$ cat src/rtl/macguffin_mode.sv
// Mode-of-operation engine for the MacGuffin 64-bit block cipher core.
// Sequences one block at a time through the core, applying ECB, CBC-encrypt,
// CTR or OFB chaining per packet. Mode and IV are latched on each packet's
// first beat.
module macguffin_mode #(
  parameter int CTR_W = 32,
  parameter int CNT_W = 16
) (
  input  logic             clk,
  input  logic             rst,
  input  logic [1:0]       mode,
  input  logic [63:0]      iv,
  input  logic [63:0]      s_axis_tdata,
  input  logic             s_axis_tvalid,
  output logic             s_axis_tready,
  input  logic             s_axis_tlast,
  output logic [63:0]      m_axis_tdata,
  output logic             m_axis_tvalid,
  input  logic             m_axis_tready,
  output logic             m_axis_tlast,
  output logic [63:0]      c_in_tdata,
  output logic             c_in_tvalid,
  input  logic             c_in_tready,
  input  logic [63:0]      c_out_tdata,
  input  logic             c_out_tvalid,
  output logic             c_out_tready,
  output logic             busy,
  output logic [CNT_W-1:0] blk_cnt
);

  typedef enum logic [1:0] {IDLE, SEND, WAIT, OUT} state_t;

  localparam logic [1:0] M_ECB = 2'b00;
  localparam logic [1:0] M_CBC = 2'b01;
  localparam logic [1:0] M_CTR = 2'b10;
  localparam logic [1:0] M_OFB = 2'b11;

  // Bits of the counter block that increment in CTR mode; the rest stay fixed.
  localparam logic [63:0] CTR_MASK = {64{1'b1}} >> (64 - CTR_W);

  state_t      state;
  logic [63:0] p_reg;
  logic        last_reg;
  logic [1:0]  mode_r;
  logic [63:0] chain;
  logic [63:0] ctr;
  logic        first;

  logic [1:0]  sel_mode;
  logic [63:0] sel_chain;
  logic [63:0] sel_ctr;
  logic [63:0] cin_next;
  logic [63:0] ctr_inc;

  // On the first beat of a packet the fresh mode/iv are used directly, since
  // the latched copies only become valid on the following cycle.
  assign sel_mode  = first ? mode : mode_r;
  assign sel_chain = first ? iv   : chain;
  assign sel_ctr   = first ? iv   : ctr;
  assign ctr_inc   = (ctr & ~CTR_MASK) | ((ctr + 64'd1) & CTR_MASK);

  // Block presented to the core, chosen by chaining mode.
  always_comb begin
    cin_next = s_axis_tdata;
    case (sel_mode)
      M_ECB:   cin_next = s_axis_tdata;
      M_CBC:   cin_next = s_axis_tdata ^ sel_chain;
      M_CTR:   cin_next = sel_ctr;
      M_OFB:   cin_next = sel_chain;
      default: cin_next = s_axis_tdata;
    endcase
  end

  // Control FSM with registered handshake outputs and chaining state.
  always_ff @(posedge clk or negedge rst) begin
    if (!rst) begin
      state         <= IDLE;
      p_reg         <= '0;
      last_reg      <= 1'b0;
      mode_r        <= M_ECB;
      chain         <= '0;
      ctr           <= '0;
      first         <= 1'b1;
      s_axis_tready <= 1'b1;
      m_axis_tdata  <= '0;
      m_axis_tvalid <= 1'b0;
      m_axis_tlast  <= 1'b0;
      c_in_tdata    <= '0;
      c_in_tvalid   <= 1'b0;
      c_out_tready  <= 1'b0;
      busy          <= 1'b0;
      blk_cnt       <= '0;
    end else begin
      case (state)
        IDLE: begin
          if (s_axis_tvalid) begin
            p_reg         <= s_axis_tdata;
            last_reg      <= s_axis_tlast;
            c_in_tdata    <= cin_next;
            c_in_tvalid   <= 1'b1;
            s_axis_tready <= 1'b0;
            busy          <= 1'b1;
            state         <= SEND;
            if (first) begin
              mode_r <= mode;
              chain  <= iv;
              ctr    <= iv;
              first  <= 1'b0;
            end
          end
        end
        SEND: begin
          if (c_in_tready) begin
            c_in_tvalid  <= 1'b0;
            c_out_tready <= 1'b1;
            state        <= WAIT;
          end
        end
        WAIT: begin
          if (c_out_tvalid) begin
            c_out_tready  <= 1'b0;
            m_axis_tvalid <= 1'b1;
            m_axis_tlast  <= last_reg;
            state         <= OUT;
            case (mode_r)
              M_ECB: m_axis_tdata <= c_out_tdata;
              M_CBC: begin
                m_axis_tdata <= c_out_tdata;
                chain        <= c_out_tdata;
              end
              M_CTR: begin
                m_axis_tdata <= p_reg ^ c_out_tdata;
                ctr          <= ctr_inc;
              end
              default: begin
                m_axis_tdata <= p_reg ^ c_out_tdata;
                chain        <= c_out_tdata;
              end
            endcase
          end
        end
        OUT: begin
          if (m_axis_tready) begin
            m_axis_tvalid <= 1'b0;
            blk_cnt       <= blk_cnt + CNT_W'(1);
            s_axis_tready <= 1'b1;
            busy          <= 1'b0;
            state         <= IDLE;
            if (last_reg) first <= 1'b1;
          end
        end
        default: state <= IDLE;
      endcase
    end
  end

endmodule

$ cat config.mk
export PLATFORM = sky130hd
export DESIGN_NAME = macguffin_mode
export DESIGN_NICKNAME = d
export VERILOG_FILES = /design/src/rtl/macguffin_mode.sv
export SDC_FILE = /design/constraint.sdc
export NUM_CORES = 1
export LEC_CHECK = 0
export BUFFER_PORTS_ARGS = -buffer_cell sky130_fd_sc_hd__buf_2
export CAP_MARGIN = 20
export CORE_UTILIZATION = 55
export CTS_BUF_LIST = sky130_fd_sc_hd__clkbuf_8
export CTS_CLUSTER_DIAMETER = 200
export DETAILED_ROUTE_END_ITERATION = 10
export PLACE_DENSITY = 0.77
export REMOVE_ABC_BUFFERS = 1
export SLEW_MARGIN = 25
export SYNTH_ARGS = -nofsm -noshare
export SYNTH_HDL_FRONTEND = slang
export SYNTH_SLANG_ARGS = --single-unit
$ cat constraint.sdc
create_clock -name clk -period 5.4 [get_ports clk]
set_input_delay 0.54 -clock clk [delete_from_list [all_inputs] [get_ports clk]]
set_output_delay 0.54 -clock clk [all_outputs]
set_load 0.05 [all_outputs]
After elaboration in Yosys (flattened, before gate mapping). Cells that the tools add are included.

Bits in registers: 348. Input bits: 201.

Add/sub/neg operators: 2. Eq/ne operators: 15. Multiplexer cells: 34. Bitwise gates (word level): 3. Reductions and logical operators: 21.

Operator list (number): $mux 64 (9); $pmux 64 s2 (2); $pmux 64 s4 (1); $xor 64x64->64 (2); $or 64x32->64 (1); $add 32x1->32 const B (1); $add 16x1->16 const B (1); $reduce_and 4->1 (4); $ne 2x2->1 const B (7); $pmux 1 s2 (6); $reduce_and 3->1 (4); $eq 2x2->1 const B (5); $mux 1 (10); $mux 2 (5); $reduce_bool 2->1 (5); $pmux 2 s4 (1); $eq 2x1->1 const B (3); $logic_not 2->1 (3); $reduce_and 2->1 (3); $reduce_or 2->1 (2).

Longest topological paths before layout. Gate-level depths: netlist (run 1).

Depth in word-level cells: 5. Gate-level depth with buffers: 9. Mapped depth without buffers: 7.

Worst setup path before layout (run 1). No wires, ideal clock.

Kind: reg2reg. Start point: reg ctr[0]. End point: reg ctr[16]. Library setup time: 0.123 ns. Data arrival time: 1.933 ns. Data required time: 5.277 ns. Setup slack: 3.345 ns. Stages on the path, launching flop included: 9. Buffers on the path: 2. Clock period less this slack: 2.055 ns. Cell sequence: dfrtp_1 > ha_1 > and3_2 > clkbuf_1 > and4_1 > clkbuf_2 > and3_1 > or3_1 > o221a_2.

Word-level cells in the longest chain between the ends: 5.

RTL lines: start: declaration (line 46) `logic [63:0] ctr;`; start signal: assignment (line 107) `ctr <= iv;`; start signal: assignment (line 133) `ctr <= ctr_inc;`; $add 32x1->32 (line 60) `assign ctr_inc = (ctr & ~CTR_MASK) | ((ctr + 64'd1) & CTR_MASK);`; $or 64x32->64 (line 60); $mux 64 (line 125) `case (mode_r)`; $mux 64 (line 120) `if (c_out_tvalid) begin`; $pmux 64 s2 (line 94) `case (state)`.

Every way passes these cells. The select of a mux whose other input is x is not followed. A chain may end at the register's enable or synchronous reset.

Worst setup path in the final report (run 1).
Start point: reg state[0]. End point: reg chain[15].

Word-level cells in the longest chain between the ends: 3.

RTL lines: start: declaration (line 41) `state_t state;`; start signal: assignment (line 77) `state <= IDLE;`; start signal: assignment (line 103) `state <= SEND;`; start signal: assignment (line 116) `state <= WAIT;`; $eq 2x2->1 / $logic_not 2->1 (equally long branches) (line 94); $ne 2x2->1 (no line) / $reduce_bool 2->1 (equally long branches); $reduce_and 4->1 (no line); end signal: assignment (line 106) `chain <= iv;`; end signal: assignment (line 129) `chain <= c_out_tdata;`; end signal: assignment (line 137) `chain <= c_out_tdata;`; end: declaration (line 45) `logic [63:0] chain;`.

Parallel ways exist; a longest one is shown, timed or not.

==> results of run 1 <==
-- cells in the final DEF (no fill, tap or decap), types with 18 or more instances in the layout --
cell,n
sky130_fd_sc_hd__nand2b_1,65
sky130_fd_sc_hd__xnor2_1,26
sky130_fd_sc_hd__clkbuf_8,81
sky130_fd_sc_hd__nand2_1,543
sky130_fd_sc_hd__inv_1,41
sky130_fd_sc_hd__dfrtp_1,345
sky130_fd_sc_hd__o21a_1,18
sky130_fd_sc_hd__mux2_2,34
sky130_fd_sc_hd__o22ai_1,62
sky130_fd_sc_hd__a21boi_0,48
sky130_fd_sc_hd__buf_2,349
sky130_fd_sc_hd__xor2_1,69
sky130_fd_sc_hd__a211o_1,18
sky130_fd_sc_hd__o21ai_0,89
sky130_fd_sc_hd__nand3_1,20
sky130_fd_sc_hd__a221o_1,64
sky130_fd_sc_hd__nor2_1,86
sky130_fd_sc_hd__a21oi_1,260
-- metal layers --
| metal | vias up | wire length [um] | GRT usage |
|---|---|---|---|
| met5 | - | 58 | 0 |
| met4 | 10 | 1880 | 0.138 |
| met3 | 135 | 4270 | 0.0649 |
| met2 | 691 | 24600 | 0.503 |
| met1 | 7914 | 22300 | 0.421 |
| li1 | 7643 | - | - |
-- worst max-delay path, delay by kind of cell (launching register included) --
kind,cells,cell delay (ps)
AOI/OAI and AO/OA,2,810
buffers and inverters,2,740
adders and majority gates,1,720
and+or+nand+nor,1,620
DFF,1,400
muxes,1,380
-- power groups by stage --
stage	combinational [mW]	sequential, mW	clock (mW)
finish	7.30	4.53	2.49
global route	7.93	4.67	2.64
CTS	7.26	4.51	2.53
detailed placement	7.25	4.54	0
global placement	7.03	4.50	0
floorplan	3.65	6.12	0
-- final timing paths --
path | start | end
max | state[0] | chain[15]
min | s_axis_tdata[52] | p_reg[52]
max reg2reg | state[0] | chain[15]
min reg2reg | p_reg[39] | p_reg[39]
max in group asynchronous | rst | ctr[26]
min in group asynchronous | rst | blk_cnt[10]
-- per-stage QoR --
step	util	std cells	cell area, sq um	total power [mW]	worst slack (ps)
global placement	0.624	2662	19800	11.5	1790
global route	0.666	2780	21100	15.2	1430
floorplan	-	1891	17300	9.77	-2740
CTS	0.664	2772	21100	14.3	1570
finish	0.666	2782	21100	14.3	1600
detailed placement	0.624	2662	19800	11.8	1620
-- kinds of logic (layout without fill, tap and decap cells) --
| family | count (synthesis) | count (layout) |
|---|---|---|
| AOI/OAI and AO/OA | 596 | 596 |
| xor gates and xnor gates | 95 | 95 |
| adders and majority gates | 6 | 6 |
| buffers and inverters | 164 | 505 |
| DFF | 348 | 348 |
| muxes | 49 | 49 |
| other | 0 | 8 |
| and+or+nand+nor | 773 | 773 |
-- layout make-up --
type | count | area share
Sequential cell | 348 | 0.413
Multi-Input combinational cell | 1519 | 0.405
Timing Repair Buffer | 372 | 0.0934
Clock buffer | 81 | 0.0528
Tap cell | 402 | 0.0238
Clock inverter | 28 | 0.00693
Inverter | 24 | 0.00426
Antenna cell | 8 | 0.000947
==> out/results.txt, run 1 <==
Summed over all layers, the routed wires come to 53100 um. Combinational family with the most area after synthesis: compound AO/OA/AOI/OAI gates. The number of buffers between clock root and the deepest sink came out at 3.

Summing all multi-input logic gate instances after layout gives 8560 sq um. For this run, the leading register cell type out of synthesis is sky130_fd_sc_hd__dfrtp_1. After legalization and detailed placement, the total HPWL measured 33300 um.

In the routed layout, each cell is associated on average with a via count of 5.89. In this run the remaining antenna-violating nets after routing total 0. In this run the number of H-tree levels came out at 2. The fraction of the mapped netlist area in compound gates was 0.210. For this design the static power due to leakage is 9.80 nW. The part of the power in combinational logic was 0.510. Largest area contributor in the synthesized netlist: sky130_fd_sc_hd__dfrtp_1.

The share of synthesized flip-flops with an asynchronous set or reset was 1.00. The initialized floorplan defines 65 standard-cell rows. For this design the top-level I/O count stands at 351.

The run gives 65 as the number of distinct standard cells referenced by the synthesized netlist. The number of detailed-routing iterations run before antenna repair came out at 5. The leading cell type by number of instances after synthesis is sky130_fd_sc_hd__nand2_1. Clock-pin slew on the worst setup and hold paths: 70 ps. Across all layers, the routed design uses 16393 vias. The tools report the worst supply voltage drop on vdd as 0.386 mV. The tools report the number of fill cells as 2616.

TritonCTS built the clock tree. The tools report the quantity of hold-fixing buffers added after cts as 1. The tools report the count of synthesis-stage warnings from yosys as 0. The vertical extent of the die came out at 182 um. The logs give 0 for the post-cts gate resize count and 2031 for the gate count after technology mapping.

The final number of setup-violating endpoints came out at 0. The tree is rooted in a sky130_fd_sc_hd__clkbuf_8. Subtracting the final worst setup slack from the clock period gives 3800 ps. The global-route total usage across every layer was 0.316. The largest individual stage delay along the critical path comes from the cell sky130_fd_sc_hd__ha_4. At the end of routability-driven placement, the weighted congestion stood at 0.845.

The tightest min-delay check is of the in2reg type. The minimum setup slack among reg-to-reg paths came out at 1600 ps. Mean area per synthesized cell: 8.78 sq um. The worst hold path was traced through 3 stages.

In this run, the number of DRC markers left after iteration 0 of detailed routing was 1310. The setup path with the least slack is of type reg2reg. The internal power consumption was 7.34 mW; the worst hold margin was 137 ps. The number of enable-type register cells in the synthesized netlist is 0, and the XOR/XNOR share of the synthesized area is 0.0467.

The run gives 33200 sq um as the area of the die. The reported max-cap violation count is 0, and the number of register bits inferred by synthesis is 348. The core area was 31700 sq um; the normalized max-slew margin was 0.293. In this design, the stage delay of the slowest critical-path cell is 720 ps. Timing would allow up to 0.263 GHz. In this run the cell area of the synthesized design comes to 17800 sq um. The kind of launch point of the worst setup path was a flip-flop. The max-slew violation count is 0, and the clock latency reported for the late side of the worst-skew pair is 610 ps. The logs give 12 for the number of antenna violations at the first check in global routing and 0.488 for the sequential-to-total area share from yosys stat. For the reported net switching power, the log shows 6.98 mW. Setup repair after global routing left no endpoint under its margin. The run gives 0 as the total setup buffers inserted after CTS. The total clock buffers created by CTS is 58. For the worst setup path, the data required time is 5920 ps.

The fraction of post-synthesis cell area in the top cell type by area works out to 0.485. The critical path goes through inv_1 -> ha_4 -> mux2i_1 -> a21o_4 -> nor2_4 -> buf_4 -> a221o_1. The layout net count was 2530.

Entering global routing, the biggest net connects 175 pins. The run gives 0.174 as the clock network fraction of design power. From left edge to right edge, the die measures 182 um. The hold violation count in the final report was 0. In the post-synthesis netlist, the biggest area contributors are sky130_fd_sc_hd__dfrtp_1 49%, sky130_fd_sc_hd__nand2_1 11%, sky130_fd_sc_hd__a21oi_1 7.3%. Ranked by instance count, the synthesized netlist is headed by 545 x sky130_fd_sc_hd__nand2_1, 346 x sky130_fd_sc_hd__dfrtp_1, 261 x sky130_fd_sc_hd__a21oi_1. The multiplexer area fraction after synthesis is 0.0299. In the final routed layout, each cell accounts on average for 19.1 um. Compared with the post-synthesis result, the final layout area differs by 18.5%. Input and output buffers added on the ports amount to 350. The flow ran to the end, and the final reports show no timing, DRC or antenna violations. For the final database, setup skew stands at 19.5 ps. The clock net sink count came out at 348. The run gives 8720 sq um as the area of all sequential standard cells. Share of the cycle needed by the critical path after routing: 0.703. The first global-routing pass estimated 83300 um of wire. STA classifies the critical path endpoint as a flip-flop.

The path depth of the worst reg2reg path is 7, and the accumulated negative setup slack is 0 ps. Initial core utilization: 0.562. The number of global-route vias before repair was 15955.

Maximum fanout along the worst path: 66. Share of synthesized cell area in full adder, half adder and majority cells: 0.00421. The fraction of layout instances using a drive strength above 1 was 0.221; the aggregate global routing overflow was 0. Power density over the cells: 678 nW/um^2. The simple-gate share of the synthesized area came out at 0.184. The net switching fraction of the power is 0.488.

For the pin with the worst max-slew slack, the measured transition is 1060 ps. Remaining design rule violation count: 0. For the arrival time of data at the critical path endpoint, the log shows 4320 ps. For the part of the total power dissipated in sequential elements, the log shows 0.317.
(Power assumes the default switching activity.)
==> run 2: changes to the inputs <==
--- a/config.mk
+++ b/config.mk
@@ -7,11 +7,11 @@
 export LEC_CHECK = 0
 export BUFFER_PORTS_ARGS = -buffer_cell sky130_fd_sc_hd__buf_2
 export CAP_MARGIN = 20
-export CORE_UTILIZATION = 55
+export CORE_UTILIZATION = 52
 export CTS_BUF_LIST = sky130_fd_sc_hd__clkbuf_8
 export CTS_CLUSTER_DIAMETER = 200
 export DETAILED_ROUTE_END_ITERATION = 10
-export PLACE_DENSITY = 0.77
+export PLACE_DENSITY = 0.76
 export REMOVE_ABC_BUFFERS = 1
 export SLEW_MARGIN = 25
 export SYNTH_ARGS = -nofsm -noshare
==> constraint.sdc (replaced) <==
create_clock -name clk -period 3.39 [get_ports clk]
set_input_delay 0.339 -clock clk [delete_from_list [all_inputs] [get_ports clk]]
set_output_delay 0.339 -clock clk [all_outputs]
set_load 0.05 [all_outputs]
==> run 2 against run 1 <==
Compared with the run above:
- worst hold slack lost 110 ps
- maximum frequency grew 28%
- register-to-register slack lost 1200 ps
- clock power grew 62%
- first-iteration DRC count grew 12%
- core utilization grew 1.6 points
- die area grew 5.7%
- highest routed layer unchanged
- flip-flop and latch count is the same
- combinational power grew 68%
==> out/results.txt, run 2 (synthesized netlist as in run 1, its figures left out) <==
The tools report the minimum setup slack among reg-to-reg paths as 430 ps. Input and output buffers added on the ports amount to 350. The floorplan step set the die width to 187 um. Entering global routing, the biggest net connects 180 pins. The fraction of layout instances using a drive strength above 1 was 0.210; the vertical extent of the die was 187 um. The number of DRC markers in iteration 0 came out at 1470. The worst setup path is launched from a flip-flop. Global-route total usage across every layer: 0.330. The internal power consumption is 12.0 mW, and the number of antenna violations at the first check in global routing is 8.

The clock passes through at most 3 buffers. After clock tree synthesis, the clock-pin slew on the worst setup and hold paths is 60 ps. Summed over all layers, the global routing overflow is 0.

Max-cap violations in this run came to 0. The highest attainable clock frequency is 0.338 GHz, and the worst hold margin is 30.4 ps. The analysis attributes to cell leakage a power of 10.6 nW.

The first detailed-routing pass ran for 6 iterations. In this run the worst path has a maximum fanout of 100. In the final routed layout, each cell accounts on average for 19.5 um. The tools report the number of global-route vias before repair as 17695. STA puts the critical path data required time at 3890 ps. The flow ran to the end, and the final reports show no timing, DRC or antenna violations.

TritonCTS built the clock tree. At the pin with the least slew margin, the transition time is 1020 ps. The later pin in the worst-skew pair is clocked with a latency of 620 ps.

The critical path goes through buf_4 -> nand2_2 -> mux2_2. Dividing the detail-routed via count by the number of cells gives 5.83. The final layout contains routed wiring with a total length of 58400 um. The end-of-flow core utilization is 0.682. Counting I/O delays and the setup requirement, the final critical path takes 2960 ps. The path depth of the worst reg2reg path was 3.

Start point of the critical path: first. After floorplanning, the core was divided into 67 placement rows. Final number of setup-violating endpoints: 0.

Once placement completed, the tool counted placed cells totaling 2724. The post-place setup slack is 398 ps. Routability-driven placement finished with a final weighted congestion of 0.863.

The die covers 35000 sq um. The routed layout has 17464 vias. The tools report the residual antenna-violating net count after detailed routing as 0. The reg-to-reg critical path startpoint was first. The library cells used most frequently in the layout, excluding fill and tap cells, are 543 x sky130_fd_sc_hd__nand2_1, 349 x sky130_fd_sc_hd__buf_2, 345 x sky130_fd_sc_hd__dfrtp_1. For the number of placed I/O pins, the log shows 351. In this run the worst hold path is classified as in2reg. The reported net switching power is 11.5 mW. The power density over the cells is 1020 nW/um^2, and the post-route non-filler standard cell count is 2995.

The worst-case IR drop observed on VDD is 0.724 mV. The part of the total power dissipated in sequential elements was 0.303. The first-pass GRT wire length is 92900 um, and the slack of the critical path is 428 ps. For the arrival time of data at the critical path endpoint, the log shows 3470 ps. The cell with the biggest individual delay on the critical path was sky130_fd_sc_hd__nand2_2. The clock net sink count was 348. The tools report the capture point of the critical path as ctr[38].

Summed over all nets, the half-perimeter wirelength after detailed placement is 34900 um. In this run the clock root is driven by a sky130_fd_sc_hd__clkbuf_8. The normalized max-slew margin is 0.316, and the net switching fraction of the power is 0.489.

Max-slew violation count: 0. The run gives 23.5 mW as the post-layout total power. The layout-stage area growth over the synthesis result is 28.6%, and the total clock buffers created by CTS is 60.

The critical path's largest stage delay is 860 ps, and the hold violation count in the final report is 0. The part of the power in combinational logic was 0.525; the share of the cycle needed by the critical path after routing was 0.874. Leaving out fill and tap cells, the most frequent cell in the layout is sky130_fd_sc_hd__nand2_1. The core region is 33600 sq um. For the final database, setup skew stands at 20.9 ps. By startpoint and endpoint, the worst setup path is classified as reg2reg. The H-tree was split into 2 levels. The net count of the finished layout is 2702. STA classifies the critical path endpoint as a flip-flop.

Setup repair after global routing left no endpoint under its margin. After detailed routing, the number of remaining DRC violations is 0. The endpoint identified for the worst register-to-register timing path is ctr[38]. The logs give 0.172 for the clock network fraction of design power and 0.531 for the initial core utilization.
==> run 2: cell count changes in the layout (fill, tap and decap cells not counted), moves of 4 or more <==
cell and delta:
sky130_fd_sc_hd__clkbuf_8 -4, sky130_fd_sc_hd__dlygate4sd3_1 +156, sky130_fd_sc_hd__buf_12 +8, sky130_fd_sc_hd__buf_4 +7
==> run 2: worst min path at each step <==
stage	startpoint	endpoint	cells after the start
CTS	c_out_tdata[4]	chain[4]	2
global route	c_out_tdata[4]	chain[4]	2
detailed placement	rst	blk_cnt[10]	1
finish	c_out_tdata[4]	chain[4]	2
floorplan	rst	blk_cnt[0]	0
global placement	rst	blk_cnt[13]	1
==> run 2: area by class of cell <==
cell class                 count  area (sq um)
clock buffer                  77          1060
fill                        2580         10700
sequential                   348          8720
inverter                      24          90.1
antenna                        7          17.5
multi-input combinational   1519          8550
clock inverter                30           203
timing repair buffer         542          3730
tap                          448           561
==> run 2: repair_timing <==
item	CTS	global route
hold endpoints to repair	235	0
hold buffers	157	0
setup buffers	0	0
resized for setup	0	0
==> run 2: layer usage <==
layer	up-vias	routed length (um)	share of wire	GRT usage
met2	881	27600	0.47	0.530
met1	8414	23600	0.40	0.431
met5	-	13	0.00022	0
met3	174	5000	0.086	0.0685
li1	7993	-	-	-
met4	2	2130	0.036	0.147
==> run 2: per-stage QoR <==
stage               TNS [ps]  area (sq um)
global placement           0         20100
detailed placement         0         20100
CTS                        0         22900
finish                     0         22900
global route               0         22900
floorplan            -758520         17300
==> run 2: critical path: cells and delay by family, from the launching register on <==
| kind | cells | cell delay, ps |
|---|---|---|
| and+or+nand+nor | 1 | 860 |
| DFF | 1 | 670 |
| muxes | 1 | 540 |
| buffers and inverters | 1 | 720 |
==> run 2: power groups by stage <==
stage / sequential (mW) / combinational (mW) / clock [mW]
global placement: 7.03 / 11.6 / 0
detailed placement: 7.10 / 12.0 / 0
global route: 7.31 / 13.3 / 4.26
finish: 7.12 / 12.3 / 4.03
floorplan: 9.74 / 5.82 / 0
CTS: 7.06 / 12.1 / 4.06
